### config.mk
export PLATFORM = sky130hd
export DESIGN_NAME = countdown_timer
export DESIGN_NICKNAME = d
export VERILOG_FILES = /design/src/rtl/countdown_timer.sv
export SDC_FILE = /design/constraint.sdc
export NUM_CORES = 1
export LEC_CHECK = 0
export CAP_MARGIN = 10
export CORE_UTILIZATION = 40
export DETAILED_ROUTE_END_ITERATION = 7
export HOLD_SLACK_MARGIN = 0.1
export RECOVER_POWER = 25
export SYNTH_ARGS = -nofsm -noshare
export SYNTH_HDL_FRONTEND = slang
export SYNTH_SLANG_ARGS = --single-unit
### constraint.sdc
create_clock -name clk_i -period 3.6 [get_ports clk_i]
set_clock_uncertainty 0.05 [all_clocks]
set_input_delay 0.72 -clock clk_i [delete_from_list [all_inputs] [get_ports clk_i]]
set_output_delay 0.72 -clock clk_i [all_outputs]
set_load 0.03 [all_outputs]
### src/rtl/countdown_timer.sv
// Loadable hh:mm:ss countdown timer with a 1 s prescaler, pause/resume and a done pulse.
// Time is kept in the same binary h/m/s encoding as the wall clock; every output is registered.
module countdown_timer #(
    parameter int TICK_DIV   = 100000000,
    parameter int TICK_WIDTH = 27
) (
    input  logic       clk_i,
    input  logic       rst_i,
    input  logic       load_i,
    input  logic [4:0] hours_i,
    input  logic [5:0] minutes_i,
    input  logic [5:0] seconds_i,
    input  logic       start_i,
    input  logic       pause_i,
    output logic [4:0] hours_o,
    output logic [5:0] minutes_o,
    output logic [5:0] seconds_o,
    output logic       running_o,
    output logic       done_o
);

    typedef enum logic [1:0] {
        IDLE   = 2'd0,
        RUN    = 2'd1,
        PAUSED = 2'd2,
        DONE   = 2'd3
    } state_t;

    localparam logic [TICK_WIDTH-1:0] TICK_MAX = TICK_WIDTH'(TICK_DIV - 1);

    state_t                state;
    logic [TICK_WIDTH-1:0] presc;

    logic [4:0] load_h;
    logic [5:0] load_m;
    logic [5:0] load_s;
    logic [4:0] dec_h;
    logic [5:0] dec_m;
    logic [5:0] dec_s;
    logic       time_zero;
    logic       dec_zero;

    always_comb begin
        load_h = (hours_i   > 5'd23) ? 5'd23 : hours_i;
        load_m = (minutes_i > 6'd59) ? 6'd59 : minutes_i;
        load_s = (seconds_i > 6'd59) ? 6'd59 : seconds_i;
    end

    // One-second step with borrow; at 00:00:00 it holds, so it can never underflow.
    always_comb begin
        dec_h = hours_o;
        dec_m = minutes_o;
        dec_s = seconds_o;
        if (seconds_o != 6'd0) begin
            dec_s = seconds_o - 6'd1;
        end else if (minutes_o != 6'd0) begin
            dec_m = minutes_o - 6'd1;
            dec_s = 6'd59;
        end else if (hours_o != 5'd0) begin
            dec_h = hours_o - 5'd1;
            dec_m = 6'd59;
            dec_s = 6'd59;
        end
    end

    assign time_zero = (hours_o == 5'd0) && (minutes_o == 6'd0) && (seconds_o == 6'd0);
    assign dec_zero  = (dec_h == 5'd0) && (dec_m == 6'd0) && (dec_s == 6'd0);

    always_ff @(posedge clk_i) begin
        if (rst_i) begin
            state     <= IDLE;
            presc     <= '0;
            hours_o   <= 5'd0;
            minutes_o <= 6'd0;
            seconds_o <= 6'd0;
            running_o <= 1'b0;
            done_o    <= 1'b0;
        end else begin
            done_o <= 1'b0;
            if (load_i) begin
                state     <= IDLE;
                presc     <= '0;
                hours_o   <= load_h;
                minutes_o <= load_m;
                seconds_o <= load_s;
                running_o <= 1'b0;
            end else begin
                case (state)
                    IDLE, PAUSED: begin
                        if (start_i && !time_zero) begin
                            state     <= RUN;
                            running_o <= 1'b1;
                        end
                    end
                    RUN: begin
                        // Pausing keeps the prescaler so a resume finishes the partial second.
                        if (pause_i) begin
                            state     <= PAUSED;
                            running_o <= 1'b0;
                        end else if (presc == TICK_MAX) begin
                            presc     <= '0;
                            hours_o   <= dec_h;
                            minutes_o <= dec_m;
                            seconds_o <= dec_s;
                            if (dec_zero) begin
                                state     <= DONE;
                                running_o <= 1'b0;
                                done_o    <= 1'b1;
                            end
                        end else begin
                            presc <= presc + 1'b1;
                        end
                    end
                    DONE: begin
                        state <= DONE;
                    end
                    default: begin
                        state     <= IDLE;
                        running_o <= 1'b0;
                    end
                endcase
            end
        end
    end

endmodule
==> impl_metrics.json <==
{
  "outcome": "completed",
  "async_flop_share": 0,
  "setup_viol": 0,
  "slowest_delay_ns": 0.61,
  "ys_ff_latch": 48,
  "regArea_um2": 961,
  "slew_headroom": 0.317,
  "clk_latency_ns": 0.31,
  "synth-simple-area-share": 0.329,
  "worst-r2r-cell-count": 8,
  "ioPinCount": 41,
  "fp.dieW_um": 85.4,
  "hold_buffers": 0,
  "wire_per_inst_um": 14.2,
  "worstSetupEndpointType": "register",
  "powerDensity_nw_per_um2": 356,
  "cts_made_buffers": 5,
  "power_mw": 1.20,
  "tightest_slew_ns": 1.01,
  "period_needed_ns": 3.10,
  "p_leak_nw": 1.18,
  "ant_nets": 0,
  "netlist_instances": 342,
  "gp_congestion": 0.822,
  "avgSynthCellArea_um2": 8.14,
  "grt_max_degree": 31,
  "ys_seq_area_frac": 0.345,
  "finalWirelength_um": 6630,
  "final_max_slew_viol_count": 0,
  "grt_pass1_wl_um": 11400,
  "drt-vias-per-instance": 5.55,
  "hold_class": "register to register",
  "worstPathCellList": "dlygate4sd3_1, or3b_1, or3_4, nor3_4, buf_4, and2_1, nor3_1, a2111oi_2",
  "h-tree-depth": 2,
  "yosysUniqueCellTypes": 60,
  "grt_pass1_vias": 2464,
  "setup_ws_ns": 0.498,
  "synth_compound_area_frac": 0.153,
  "syn_area_um2": 2780,
  "final_nets": 411,
  "crit_fanout": 18,
  "synth_top_family_by_area": "simple AND/OR/NAND/NOR gates",
  "core_um2": 6760,
  "clkTransAtPathRegs_ns": 0.09,
  "cpMaxStageDelayCell": "dlygate4sd3_1",
  "yosys.area.top_type": "dfxtp_1",
  "drcViolationCount": 0,
  "grt_usage": 0.194,
  "hpwl_um": 4930,
  "post_route_cells_drive_above_1_share": 0.0777,
  "ys.flop_type": "dfxtp_1",
  "peakVddDrop_uv": 190,
  "syn_to_final_growth_pct": 21.4,
  "synth_xor_area_frac": 0.0724,
  "tns_ns": 0,
  "clockBufferDepth": 2,
  "critPathRequiredTime_ns": 3.75,
  "grt_setup_unrepaired": "no",
  "synth_fa_ha_area_frac": 0.0180,
  "port_buffers": 40,
  "cts.sinks": 48,
  "worstSetupStartpointType": "primary input",
  "muxShareOfSynthArea": 0.0418,
  "dr.pass1.iters": 4,
  "hold_path_depth": 2,
  "dieArea_um2": 7290,
  "yosysWarnings": 0,
  "synth_area_leaders": "dfxtp_1 35%, nor2_1 6.5%, xnor2_1 3.8%",
  "place_ws_ns": 0.275,
  "antenna_cells": 0,
  "synth_nets": 368,
  "critPathArrivalTime_ns": 3.25,
  "tritoncts": "yes",
  "post_cts_buffers": 0,
  "multi_input_area_um2": 1690,
  "drt-initial-drc-count": 96,
  "synth_edf_count": 0,
  "maxCapViolations": 0,
  "period_share": 0.862,
  "grt_antenna_before_repair": 0,
  "overflow": 0,
  "cts_resized": 0,
  "n_fill_cell": 678,
  "yosys-top-cells-count": "48 x dfxtp_1, 48 x nor2_1, 24 x nand2_1",
  "setup.worst_path.class": "primary input to register",
  "start_util": 0.412,
  "hold_viol": 0,
  "num_vias": 2588,
  "synth_top_area_frac": 0.345,
  "num_rows": 30,
  "fmax_mhz": 322,
  "root_buffer": "clkbuf_8",
  "dieHeight_um": 85.4
}
sequential cells by signal (all words and copies together) (netlist names):
signal	cells
presc	27
done_o	1
seconds_o	6
minutes_o	6
state	2
hours_o	5
running_o	1
area by class of cell:
| class | instances | area share |
|---|---|---|
| Inverter | 15 | 0.0167 |
| Timing Repair Buffer | 47 | 0.133 |
| Multi-Input combinational cell | 268 | 0.502 |
| Tap cell | 80 | 0.0296 |
| Sequential cell | 48 | 0.285 |
| Clock inverter | 3 | 0.0141 |
| Clock buffer | 5 | 0.0204 |
cells in the final DEF, fill, tap and decap left out, types with 3 or more instances in the layout:
master,count
mux2_2,5
clkbuf_8,5
nor4_1,4
or4_1,4
xnor2_1,12
and2_1,3
o221a_2,3
nand3_1,19
nor3_1,11
ha_1,4
and4_1,3
nor3b_1,4
buf_4,6
dlygate4sd3_1,11
o21a_1,5
xor2_1,11
inv_1,15
clkdlybuf4s50_1,29
o21ai_0,13
nand2_1,24
nand2b_1,4
dfxtp_1,48
mux2i_1,6
nand4_1,11
a211oi_1,4
nor2_1,48
and3_1,6
a31oi_1,6
or3_1,9
a21oi_1,15
nor2b_1,3
power by group:
part / total [mW] / switching (mW) / internal, mW
registers: 0.569 / 0.0242 / 0.545
logic: 0.231 / 0.129 / 0.102
clock network: 0.403 / 0.194 / 0.209
total: 1.20 / 0.347 / 0.857
path summary, 6_finish.rpt:
| path | slack (ns) | end | startpoint |
|---|---|---|---|
| setup / recovery | 0.50 | minutes_o[0]$_SDFFE_PP0P_ | pause_i |
| hold reg to reg | 0.43 | presc[1]$_SDFFE_PP0P_ | presc[1]$_SDFFE_PP0P_ |
| hold / removal | 0.43 | presc[1]$_SDFFE_PP0P_ | presc[1]$_SDFFE_PP0P_ |
| setup reg to reg | 0.51 | state[1]$_SDFFE_PP0P_ | hours_o[0]$_SDFFE_PP0P_ |
stage by stage:
step                       util  area, um^2  std cells  hold slack (ns)
after floorplan               -        2780        342            0.394
after global placement    0.485        3280        458            0.418
after detailed placement  0.485        3280        458            0.418
after CTS                 0.503        3400        466            0.432
after global routing      0.500        3380        466            0.462
final                     0.500        3380        466            0.429
critical path, delay by kind of cell:
kind | cells | cell delay, ns
compound gates | 1 | 0.33
simple gates | 5 | 1.34
buf+inv | 2 | 0.87
kinds of logic (layout without fill, tap and decap cells):
logic type	Yosys count	in the layout
muxes	11	11
adders and majority gates	4	4
and+or+nand+nor	168	168
AOI/OAI and AO/OA	62	62
DFF	48	48
xor gates and xnor gates	23	23
buffers and inverters	26	70
per-layer routing:
layer	wire length (um)	global-route usage	up-vias
li1	-	-	1332
met1	3190	0.259	1194
met2	3090	0.316	50
met3	224	0.0370	12
met4	120	0.0591	0
met5	0	0	-
Note: power is estimated with default switching activity, not from simulation.
